**src/rtl/max_pool_layer.sv**
```systemverilog
// Streaming non-overlapping POOL_SIZE x POOL_SIZE signed max pooling over a
// raster-order, valid-qualified feature map, all channels in parallel.

module max_pool_lane #(
    parameter int D_WIDTH = 16,
    parameter int NW      = 4,
    parameter int OW      = 2
) (
    input  logic                      clk,
    input  logic                      rst_n,
    input  logic                      en_i,
    input  logic                      start_i,
    input  logic                      last_i,
    input  logic [OW-1:0]             oc_i,
    input  logic signed [D_WIDTH-1:0] x_i,
    output logic signed [D_WIDTH-1:0] y_o
);
    logic signed [D_WIDTH-1:0] pm_q [NW];
    logic signed [D_WIDTH-1:0] y_q;
    logic signed [D_WIDTH-1:0] m;

    assign m   = (x_i > pm_q[oc_i]) ? x_i : pm_q[oc_i];
    assign y_o = y_q;

    always_ff @(posedge clk or negedge rst_n) begin
        if (!rst_n) begin
            for (int i = 0; i < NW; i++) pm_q[i] <= '0;
            y_q <= '0;
        end else if (en_i) begin
            if (start_i)     pm_q[oc_i] <= x_i;
            else if (last_i) y_q        <= m;
            else             pm_q[oc_i] <= m;
        end
    end
endmodule

module max_pool_layer #(
    parameter int D_WIDTH    = 16,
    parameter int CHANNELS   = 4,
    parameter int IMAGE_SIZE = 8,
    parameter int POOL_SIZE  = 2
) (
    input  logic                          clk,
    input  logic                          rst_n,
    input  logic                          clk_en,
    input  logic [D_WIDTH*CHANNELS-1:0]   input_data,
    output logic [D_WIDTH*CHANNELS-1:0]   output_data,
    output logic                          valid
);
    localparam int NW = IMAGE_SIZE / POOL_SIZE;
    localparam int PW = $clog2(POOL_SIZE);
    localparam int OW = (NW > 1) ? $clog2(NW) : 1;
    localparam logic [PW-1:0] P_LAST  = PW'(POOL_SIZE - 1);
    localparam logic [OW-1:0] OC_LAST = OW'(NW - 1);

    if ((IMAGE_SIZE % POOL_SIZE) != 0 || POOL_SIZE < 2) begin : g_bad_param
        $error("max_pool_layer: IMAGE_SIZE must be a multiple of POOL_SIZE and POOL_SIZE >= 2");
    end

    // col is (oc, px); row only matters through py, and because IMAGE_SIZE is
    // a multiple of POOL_SIZE the frame wrap coincides with a py wrap.
    logic [PW-1:0] px_q, px_d, py_q, py_d;
    logic [OW-1:0] oc_q, oc_d;
    logic          valid_q;
    logic          win_start, win_last;

    assign win_start = (px_q == '0) && (py_q == '0);
    assign win_last  = (px_q == P_LAST) && (py_q == P_LAST);

    always_comb begin
        px_d = px_q;
        py_d = py_q;
        oc_d = oc_q;
        if (clk_en) begin
            if (px_q == P_LAST) begin
                px_d = '0;
                if (oc_q == OC_LAST) begin
                    oc_d = '0;
                    py_d = (py_q == P_LAST) ? '0 : py_q + PW'(1);
                end else begin
                    oc_d = oc_q + OW'(1);
                end
            end else begin
                px_d = px_q + PW'(1);
            end
        end
    end

    always_ff @(posedge clk or negedge rst_n) begin
        if (!rst_n) begin
            px_q    <= '0;
            py_q    <= '0;
            oc_q    <= '0;
            valid_q <= 1'b0;
        end else begin
            px_q    <= px_d;
            py_q    <= py_d;
            oc_q    <= oc_d;
            valid_q <= clk_en && win_last;
        end
    end

    assign valid = valid_q;

    for (genvar c = 0; c < CHANNELS; c++) begin : g_lane
        max_pool_lane #(.D_WIDTH(D_WIDTH), .NW(NW), .OW(OW)) u_lane (
            .clk     (clk),
            .rst_n   (rst_n),
            .en_i    (clk_en),
            .start_i (win_start),
            .last_i  (win_last),
            .oc_i    (oc_q),
            .x_i     (input_data[c*D_WIDTH +: D_WIDTH]),
            .y_o     (output_data[c*D_WIDTH +: D_WIDTH])
        );
    end
endmodule

```
**config.mk**
```make
export PLATFORM = sky130hd
export DESIGN_NAME = max_pool_layer
export DESIGN_NICKNAME = d
export VERILOG_FILES = /design/src/rtl/max_pool_layer.sv
export SDC_FILE = /design/constraint.sdc
export NUM_CORES = 1
export LEC_CHECK = 0
export CAP_MARGIN = 20
export CELL_PAD_IN_SITES_DETAIL_PLACEMENT = 0
export CELL_PAD_IN_SITES_GLOBAL_PLACEMENT = 1
export CORE_ASPECT_RATIO = 0.8
export CORE_MARGIN = 1
export CORE_UTILIZATION = 45
export DETAILED_ROUTE_END_ITERATION = 6
export HOLD_SLACK_MARGIN = 0.15
export PLACE_DENSITY_LB_ADDON = 0.1
export RECOVER_POWER = 100
export SLEW_MARGIN = 15
export SYNTH_ARGS = -nofsm -noshare
export SYNTH_HDL_FRONTEND = slang
export SYNTH_SLANG_ARGS = --single-unit
export TNS_END_PERCENT = 50
```
**constraint.sdc**
```tcl
create_clock -name clk -period 12.68 [get_ports clk]
set_input_delay 2.536 -clock clk [delete_from_list [all_inputs] [get_ports clk]]
set_output_delay 2.536 -clock clk [all_outputs]
set_load 0.005 [all_outputs]
```
==> reports/qor.csv <==
metric,value,unit
status,"complete, but fails checks",
die_area,36630,um2
clk_pin_slew_worst_paths,0.06,ns
core_area,35030,um2
fin_util,54.04,%
yosys_warnings,0,
first_global_vias,11510,
syn-num-nets,1675,
grt_max_degree,78,
drive_above_1_share,9.429,%
hold_path.startpoint,g_lane[1].u_lane.y_o[3],
p_leak,8.438,nW
crit_type,flop to flop,
fin_skew,0.01668,ns
cts_tree,built,
rsz0062_at_grt,false,
die_x,213.7,um
ios,132,
vias_per_cell,5.371,
r2r_start,oc_q[0],
fmax,121.4,MHz
rows,61,
dieHeight,171.4,um
num_vias,11480,
place.gp.congestion,0.7560,
fin_crit_sh,64.95,%
grtUsageTotal,22.55,%
synth.distinct_cells,53,
cts_buffers,36,
setup_viol,0,
async_flop_share,100.0,%
critPathSlowestCell,clkbuf_1,
hp-class,flop to flop,
netlist_area,16140,um2
hold_viol_final,0,
setup_tns,0,ns
synth_edf_count,0,
min_delay_path_depth,2,
cp-end-kind,flop,
violations,"capacitance limit, slew limit",
dp_hpwl,25.56,mm
cts-hold-fix-buffers,0,
synth_seq_cells,325,
cts.sinks,325,
critPathArrivalTime,8.62,ns
n_antenna_cell,0,
crit_path_start_kind,flop,
cts_resized,0,
powerDensity,302.7,nW/um2
ir_drop,130.9,uV
start_util,46.07,%
firstDrtPassIters,5,
critPathRequiredTime,13.06,ns
critPathLaunch,oc_q[0],
port_buffers,131,
worstPathMaxFanout,45,
final_cell_mix,"dfrtp_1 (323), nand2_1 (227), o21ai_0 (190), nor2_1 (134), mux2i_1 (110)",
layout.nets,1774,
period_minus_slack,8.235,ns
cpPeakStageDelay,2.86,ns
layout_commonest_cell,dfrtp_1,
dp.cells,2071,
synth_ff_type,dfrtp_1,
worstPathCellList,clkbuf_1 > mux4_2 > inv_1 > ha_1 > nand4_1 > nor3_1 > or3_1 > a211o_1 > a221oi_1 > buf_4 > mux2i_1 > o21ai_0,
first_iter_violations,684,
overflow,0,
clk_root_buffer_cell,clkbuf_16,
drv_cap,5,
antenna_found_initial,1,
slew_headroom,-168.3,%
ys_seq_area_share,50.39,%
routed_wl,39.49,mm
slew_viol_final,310,
synthCells,1540,
syn_avg_cell_area,10.48,um2
ff2ff_path_depth,12,
htree_levels,2,
area_delta_synth_final,17.31,%
cts_setup_buffers,0,
stdcell_count,2137,
grt_pass1_wl,64.52,mm
worst_slew_pin_slew,4.025,ns
cts_buffer_depth,3,
drc,0,
wl_per_cell,18.48,um
ant_nets,0,
clock_latency,0.53,ns
-- layout make-up --
class / instances / area [um2]
inverter: 69 / 259.0
fill: 3156 / 16100
clock buffer: 58 / 1115
timing repair buffer: 154 / 1468
sequential: 325 / 8138
multi-input combinational: 1053 / 7322
clock inverter: 6 / 41.29
tap: 472 / 590.6
-- state kept, by name (all words and copies together) (netlist names) --
name,cells
py_q,1
g_lane.u_lane.y_o,64
oc_q,2
px_q,1
valid,1
g_lane.u_lane.pm_q,256
-- synth_stat cells (2+ instances only) --
master      n  area share [%]
nand2b_1    3            0.12
nand2_1   231             5.4
inv_1      69             1.6
o211ai_1    4            0.19
and2_1      7            0.27
a211oi_1    2           0.093
a21oi_1    83             2.6
ha_1       68             5.3
o21ai_0   134             4.2
mux2i_1   110             6.8
buf_6       2            0.14
buf_4       2           0.093
nand4_2     3            0.23
and3_1      2           0.078
o21ai_1    57             1.8
nor3_1      7            0.22
a21bo_2     2            0.12
nand4_1     9            0.35
o21a_1      2           0.093
buf_2       5            0.16
clkbuf_1   81             1.9
or3_1       3            0.12
mux4_2     64             8.9
nor2b_1     3            0.12
nand3_1    22            0.68
buf_1       3           0.070
mux2i_2     2            0.17
o21ai_2     8            0.43
a31oi_1    64             2.5
nor2_1    134             3.1
a21o_1      7            0.33
nor4_2      2            0.16
dfrtp_1   325              50
-- report_power, final --
| group | internal, mW | switching [mW] | total, mW |
|---|---|---|---|
| clock | 0.602 | 0.424 | 1.03 |
| sequential | 1.53 | 0.295 | 1.82 |
| combinational | 1.27 | 1.62 | 2.88 |
-- cells by family after synthesis --
family / count (synthesis) / synth area share, %
muxes: 177 / 15.99
DFF: 325 / 50.39
and+or+nand+nor: 431 / 11.06
adders and majority gates: 68 / 5.272
buffers and inverters: 162 / 3.946
xor gates and xnor gates: 2 / 0.1086
AOI/OAI and AO/OA: 375 / 13.23
-- final timing paths --
path,to,slack (ns)
setup reg to reg,g_lane[0].u_lane.pm_q[4],4.44
max in group asynchronous,g_lane[2].u_lane.pm_q[7],4.90
min in group asynchronous,g_lane[3].u_lane.y_o[12],3.18
hold / removal,g_lane[1].u_lane.y_o[3],0.47
hold reg to reg,g_lane[1].u_lane.y_o[3],0.47
setup / recovery,g_lane[0].u_lane.pm_q[4],4.44
-- through the flow --
stage | area [um2] | setup slack [ns] | power (mW) | hold slack, ns
3_5_place_dp | 17860 | 6.653 | 4.837 | 0.4615
4_1_cts | 19010 | 7.204 | 5.884 | 0.4743
6_report | 18930 | 4.445 | 5.732 | 0.4703
3_3_place_gp | 17860 | 6.689 | 4.775 | 0.4561
2_1_floorplan | 16140 | 7.655 | 3.926 | 0.4446
5_1_grt | 18930 | 3.448 | 6.244 | 0.4953
-- worst max-delay path, delay by kind of cell, from the launching register on --
kind / cells / cell delay [ns]
adders and majority gates: 1 / 0.26
and+or+nand+nor: 3 / 0.67
buffers and inverters: 3 / 3.36
muxes: 2 / 1.20
AOI/OAI and AO/OA: 3 / 1.78
DFF: 1 / 0.79
-- metal layers --
metal / vias to the layer above / part of all wire (%) / track usage [%]
met4: 0 / 1.3 / 4.907
met3: 45 / 3.4 / 3.195
li1: 5650 / - / -
met1: 5607 / 49 / 32.64
met5: - / 0 / 0
met2: 176 / 47 / 36.04
(Power assumes the default switching activity.)
